==> config.mk <==
export PLATFORM = sky130hd
export DESIGN_NAME = mem_arbiter
export DESIGN_NICKNAME = d
export VERILOG_FILES = /design/src/rtl/mem_arbiter_pkg.sv /design/src/rtl/mem_arbiter_rr.sv /design/src/rtl/mem_arbiter.sv
export SDC_FILE = /design/constraint.sdc
export NUM_CORES = 1
export LEC_CHECK = 0
export CAP_MARGIN = 20
export CORE_UTILIZATION = 30
export DETAILED_ROUTE_END_ITERATION = 10
export REMOVE_ABC_BUFFERS = 1
export SLEW_MARGIN = 20
export SYNTH_ARGS = -nofsm -noshare
export SYNTH_HDL_FRONTEND = slang
export SYNTH_SLANG_ARGS = --single-unit
==> constraint.sdc <==
create_clock -name clk -period 1.8 [get_ports clk]
set_input_delay 0.45 -clock clk [delete_from_list [all_inputs] [get_ports clk]]
set_output_delay 0.45 -clock clk [all_outputs]
set_load 0.01 [all_outputs]
==> src/rtl/mem_arbiter_pkg.sv <==
// Shared encodings and defaults for the I-cache / D-cache RAM port arbiter.
package mem_arbiter_pkg;
   localparam int          ADDR_W_DEF     = 32;
   localparam int          DATA_W_DEF     = 8;
   localparam logic [1:0]  IO_BASE_HI_DEF = 2'b11;

   localparam logic [1:0]  ST_IDLE    = 2'd0;
   localparam logic [1:0]  ST_RD_WAIT = 2'd1;
   localparam logic [1:0]  ST_WR_DONE = 2'd2;

   localparam logic [1:0]  OWN_NONE = 2'd0;
   localparam logic [1:0]  OWN_IC   = 2'd1;
   localparam logic [1:0]  OWN_DC   = 2'd2;
endpackage

==> src/rtl/mem_arbiter_rr.sv <==
// Two-way round-robin grant with burst lock; i_reqs[0] is the I-cache, i_reqs[1] the D-cache.
module mem_arbiter_rr
   import mem_arbiter_pkg::*;
(
   input  logic [1:0] i_reqs,
   input  logic [1:0] i_owner,
   input  logic [1:0] i_last_owner,
   output logic [1:0] o_grant
);
   always_comb begin
      o_grant = OWN_NONE;
      // A current owner that still requests keeps the port for the rest of its burst.
      if (i_owner == OWN_IC && i_reqs[0])
         o_grant = OWN_IC;
      else if (i_owner == OWN_DC && i_reqs[1])
         o_grant = OWN_DC;
      else if (&i_reqs)
         o_grant = (i_last_owner == OWN_IC) ? OWN_DC : OWN_IC;
      else if (i_reqs[0])
         o_grant = OWN_IC;
      else if (i_reqs[1])
         o_grant = OWN_DC;
   end
endmodule

==> src/rtl/mem_arbiter.sv <==
// Byte-serial RAM port arbiter between I-cache and D-cache, two cycles per byte.
// Optional: define MEM_ARBITER_IO_STALL_EN to hold D-cache IO writes while the IO FIFO is full.
module mem_arbiter
   import mem_arbiter_pkg::*;
#(
   parameter int         ADDR_W     = ADDR_W_DEF,
   parameter int         DATA_W     = DATA_W_DEF,
   parameter logic [1:0] IO_BASE_HI = IO_BASE_HI_DEF
) (
   input  logic              clk,
   input  logic              rst_n,
   input  logic              rdy,
   input  logic              ic_read_i,
   input  logic [ADDR_W-1:0] ic_addr_i,
   output logic [DATA_W-1:0] ic_data_o,
   output logic              ic_done_o,
   input  logic              dc_read_i,
   input  logic              dc_write_i,
   input  logic [ADDR_W-1:0] dc_addr_i,
   input  logic [DATA_W-1:0] dc_data_i,
   output logic [DATA_W-1:0] dc_data_o,
   output logic              dc_done_o,
   input  logic [DATA_W-1:0] mem_din,
   output logic [DATA_W-1:0] mem_dout,
   output logic [ADDR_W-1:0] mem_a,
   output logic              mem_wr,
   input  logic              io_buffer_full
);
   logic [1:0]        r_state;
   logic [1:0]        r_owner;
   logic [1:0]        r_last_owner;
   logic [ADDR_W-1:0] r_mem_a;
   logic [DATA_W-1:0] r_mem_dout;
   logic              r_mem_wr;
   logic [DATA_W-1:0] r_ic_data;
   logic [DATA_W-1:0] r_dc_data;
   logic              r_ic_done;
   logic              r_dc_done;

   logic [1:0]        w_reqs;
   logic [1:0]        w_grant;
   logic [ADDR_W-1:0] w_addr;
   logic              w_wr;
   logic              w_stall;

   assign w_reqs = {dc_read_i | dc_write_i, ic_read_i};

   mem_arbiter_rr u_rr (
      .i_reqs       (w_reqs),
      .i_owner      (r_owner),
      .i_last_owner (r_last_owner),
      .o_grant      (w_grant)
   );

   // Write takes priority when the D-cache raises read and write together.
   assign w_addr = (w_grant == OWN_DC) ? dc_addr_i : ic_addr_i;
   assign w_wr   = (w_grant == OWN_DC) && dc_write_i;

`ifdef MEM_ARBITER_IO_STALL_EN
   assign w_stall = w_wr && (dc_addr_i[17:16] == IO_BASE_HI) && io_buffer_full;
`else
   // IO writes never wait here; the FIFO-full flag is deliberately masked off.
   assign w_stall = 1'b0 & io_buffer_full;
`endif

   always_ff @(posedge clk or negedge rst_n) begin
      if (!rst_n) begin
         r_state      <= ST_IDLE;
         r_owner      <= OWN_NONE;
         r_last_owner <= OWN_IC;
         r_mem_a      <= '0;
         r_mem_dout   <= '0;
         r_mem_wr     <= 1'b0;
         r_ic_data    <= '0;
         r_dc_data    <= '0;
         r_ic_done    <= 1'b0;
         r_dc_done    <= 1'b0;
      end else begin
         r_ic_done <= 1'b0;
         r_dc_done <= 1'b0;
         r_mem_wr  <= 1'b0;
         case (r_state)
            ST_IDLE: begin
               if (rdy) begin
                  if (w_grant == OWN_NONE) begin
                     r_owner <= OWN_NONE;
                  end else begin
                     r_owner      <= w_grant;
                     r_last_owner <= w_grant;
                     // A stalled IO write keeps the grant and retries every cycle.
                     if (!w_stall) begin
                        r_mem_a <= w_addr;
                        if (w_wr) begin
                           r_mem_dout <= dc_data_i;
                           r_mem_wr   <= 1'b1;
                           r_state    <= ST_WR_DONE;
                        end else begin
                           r_state <= ST_RD_WAIT;
                        end
                     end
                  end
               end
            end
            ST_RD_WAIT: begin
               if (r_owner == OWN_DC) begin
                  r_dc_data <= mem_din;
                  r_dc_done <= 1'b1;
               end else begin
                  r_ic_data <= mem_din;
                  r_ic_done <= 1'b1;
               end
               r_state <= ST_IDLE;
            end
            ST_WR_DONE: begin
               r_dc_done <= (r_owner == OWN_DC);
               r_ic_done <= (r_owner == OWN_IC);
               r_state   <= ST_IDLE;
            end
            default: r_state <= ST_IDLE;
         endcase
      end
   end

   assign mem_a     = r_mem_a;
   assign mem_dout  = r_mem_dout;
   assign mem_wr    = r_mem_wr;
   assign ic_data_o = r_ic_data;
   assign dc_data_o = r_dc_data;
   assign ic_done_o = r_ic_done;
   assign dc_done_o = r_dc_done;
endmodule

==> out/results.md <==
Power and ir drop
- power density over the cells: 1590 nW/µm²
- static leakage power: 1.97 nW
- IR Drop Worst-Case VDD: 0.529 mV

Drt
- post-DR vias/cell: 4.65
- number of nets still failing antenna checks after routing: 0
- initial DRC count: 58
- First-pass DRT Iterations: 4
- DR WL/cell: 12.5 µm
- via total after detailed routing: 2524
- number of remaining DRC errors: 0
- total detailed-routing wirelength: 6800 µm

Floorplanning
- initial core utilization: 0.309
- die outline height: 99.3 µm
- full die area: 9860 µm²
- standard cell core area: 9200 µm²
- number of core rows: 35
- horizontal die dimension: 99.3 µm
- IO Count: 146

Layout
- area taken by multi-input logic gates: 1090 µm²
- FILL cells: 865
- Post-Layout Cell Count: 543
- share of post-route cells with drive strength above 1: 0.106
- total inserted antenna cells: 0
- number of nets in the final layout: 518
- summed area of non-filler cells in the final layout: 4680 µm²
- Layout area overhead: 64.8%
- Sequential Area: 1630 µm²

Global routing
- total grt overflow: 0
- largest net degree at the start of global routing: 66
- global-route wire length before repair: 11300 µm
- initial antenna violation count: 0
- via count of the first global-routing pass: 2518
- total track usage: 0.145

Timing
- Max Slew Vio Count: 0
- RSZ-0062 raised after global routing: no
- Final Worst Setup Slack: 0.117 ns
- final cycle utilization of the critical path: 0.935
- final setup violating endpoints: 0
- maximum operating frequency: 594 MHz
- Total Neg Setup Slack: 0 ns
- post-route clock skew: 0.0119 ns
- measured slew at the worst slew-check pin: 0.392 ns
- hold violation total from the final report: 0
- final worst path period need: 1.68 ns
- worst rel slew slack: 0.738

Logic synthesis
- number of standard cells after synthesis: 271
- Mean Syn Cell Area: 10.5 µm²
- dominant cell by count in the synthesized netlist: nand2_1
- combined area of all synthesized cells: 2840 µm²
- largest cells by area after synthesis: dfrtp_1, nand2_1, a31oi_1
- sequential share of the synthesized area: 0.573
- Synth async-reset ratio: 1.00
- Main synth FF type: dfrtp_1
- post-synth top area share: 0.564
- count of flip-flops with a built-in enable after synthesis: 0
- most frequent cells after synthesis: nand2_1, dfrtp_1, nor2_1
- yosys warns: 0
- post-synth top area cell: dfrtp_1
- Unique masters post-synth: 34
- count of state elements after synthesis: 65

Clock tree
- source-to-sink clock delay at the later pin of the worst-skew pair: 0.33 ns
- level count of the clock H-tree: 3
- quantity of gates resized following cts: 1
- # Post-CTS Setup Buffers: 0
- CTS tree: done
- cell at the root of the clock tree: clkbuf_8
- Max clock buf depth: 2
- clock-pin transition on the worst setup and hold timing paths: 0.07 ns
- CTS Buf Count: 9
- # clock sinks: 65
- CTS Hold Buffers Added: 0

Worst setup path
- biggest fanout along the worst timing path: 2
- WP data required: 1.35 ns
- peak per-stage delay on the critical path: 0.55 ns
- reg2reg start: r_last_owner[0]$_DFFE_PN1P_
- slowest cell on the critical path: clkdlybuf4s50_1
- register-to-register setup slack: 0.15 ns
- CP Data Arrival Time: 1.23 ns
- number of buffer and inverter stages on the critical path: 1
- classification of the worst setup path: reg -> out
- path depth of the worst reg2reg path: 6
- end of the worst register-to-register path: mem_a[2]$_DFFE_PN0P_
- CP startpoint kind: flip-flop
- category of the worst setup path capture point: output port
- worst-path cell chain: clkdlybuf4s50_1
- top cell family by delay on the critical path: buffers and inverters

Placement
- placement-stage cell area: 4490 µm²
- buffers added on ports: 144
- DP Wirelength: 4940 µm
- post-placement worst setup slack: -0.287 ns
- routability cong.: 0.756
- cell count after placement: 528

Flow run
- Max-Cap Viols: 0

Status
- result of the run: completed

Worst hold path
- Hold/Removal Path Class: in -> async

flip-flops by register name (all words and copies together) (netlist names):
register and flops:
r_state 2, mem_dout 8, mem_a 32, mem_wr 1
dc_data_o 8, r_owner 2, ic_data_o 8, r_last_owner 2
dc_done_o 1, ic_done_o 1
routing by layer:
layer / wire length [µm] / share of wire / global-route usage
met1: 2940 / 0.43 / 0.168
met4: 145 / 0.021 / 0.0679
met5: 0 / 0 / 0
met2: 3180 / 0.47 / 0.246
met3: 535 / 0.079 / 0.0464
power breakdown:
part	internal, mW	total, mW	switching, mW
registers	2.19	2.56	0.364
clock network	0.704	1.23	0.525
logic	2.10	3.67	1.57
layout by cell type, fill, tap and decap left out, drive strengths merged, types with 2 or more instances in the layout:
cell / Yosys / final
dfrtp: 64 / 64
nor2b: 2 / 2
inv: 4 / 4
o21ai: 3 / 3
nand2: 69 / 69
nand2b: 2 / 2
a31oi: 33 / 33
clkbuf: 2 / 12
clkinv: 0 / 2
buf: 13 / 18
mux2: 24 / 24
ha: 3 / 3
nor2: 37 / 37
clkdlybuf4s50: 0 / 143
metrics by stage:
step | util | total power [mW] | hold WS, ns
final | 0.509 | 7.46 | 0.129
after global routing | 0.509 | 8.04 | 0.158
after floorplan | - | 4.20 | 0.154
after global placement | 0.488 | 6.28 | 0.470
after detailed placement | 0.488 | 6.33 | 0.480
after CTS | 0.509 | 7.61 | 0.131
area by class of cell:
| cell class | instances | area share |
|---|---|---|
| tap | 111 | 0.0297 |
| multi-input combinational | 187 | 0.233 |
| clock inverter | 3 | 0.00855 |
| inverter | 4 | 0.00321 |
| sequential | 65 | 0.348 |
| timing repair buffer | 161 | 0.345 |
| clock buffer | 12 | 0.0331 |
worst max-delay path by stage:
stage | startpoint | end | depth (start not counted)
finish | mem_a[0]$_DFFE_PN0P_ | mem_a[0] | 1
floorplan | r_state[0]$_DFFE_PN0P_ | r_last_owner[1]$_DFFE_PN0P_ | 5
global placement | ic_read_i | mem_dout[0]$_DFFE_PN0P_ | 4
global route | r_last_owner[0]$_DFFE_PN1P_ | mem_a[9]$_DFFE_PN0P_ | 6
CTS | r_last_owner[0]$_DFFE_PN1P_ | mem_dout[5]$_DFFE_PN0P_ | 4
detailed placement | ic_read_i | mem_dout[1]$_DFFE_PN0P_ | 4
kinds of logic after synthesis:
kind of cell | Yosys count | synth area share
AND/OR/NAND/NOR | 114 | 0.161
flip-flops | 65 | 0.573
AO/OA/AOI/OAI | 46 | 0.112
multiplexers | 24 | 0.0951
buffers and inverters | 19 | 0.0462
adder cells (fa/ha/maj) | 3 | 0.0132
No activity file was read; power rests on OpenSTA's default activity.
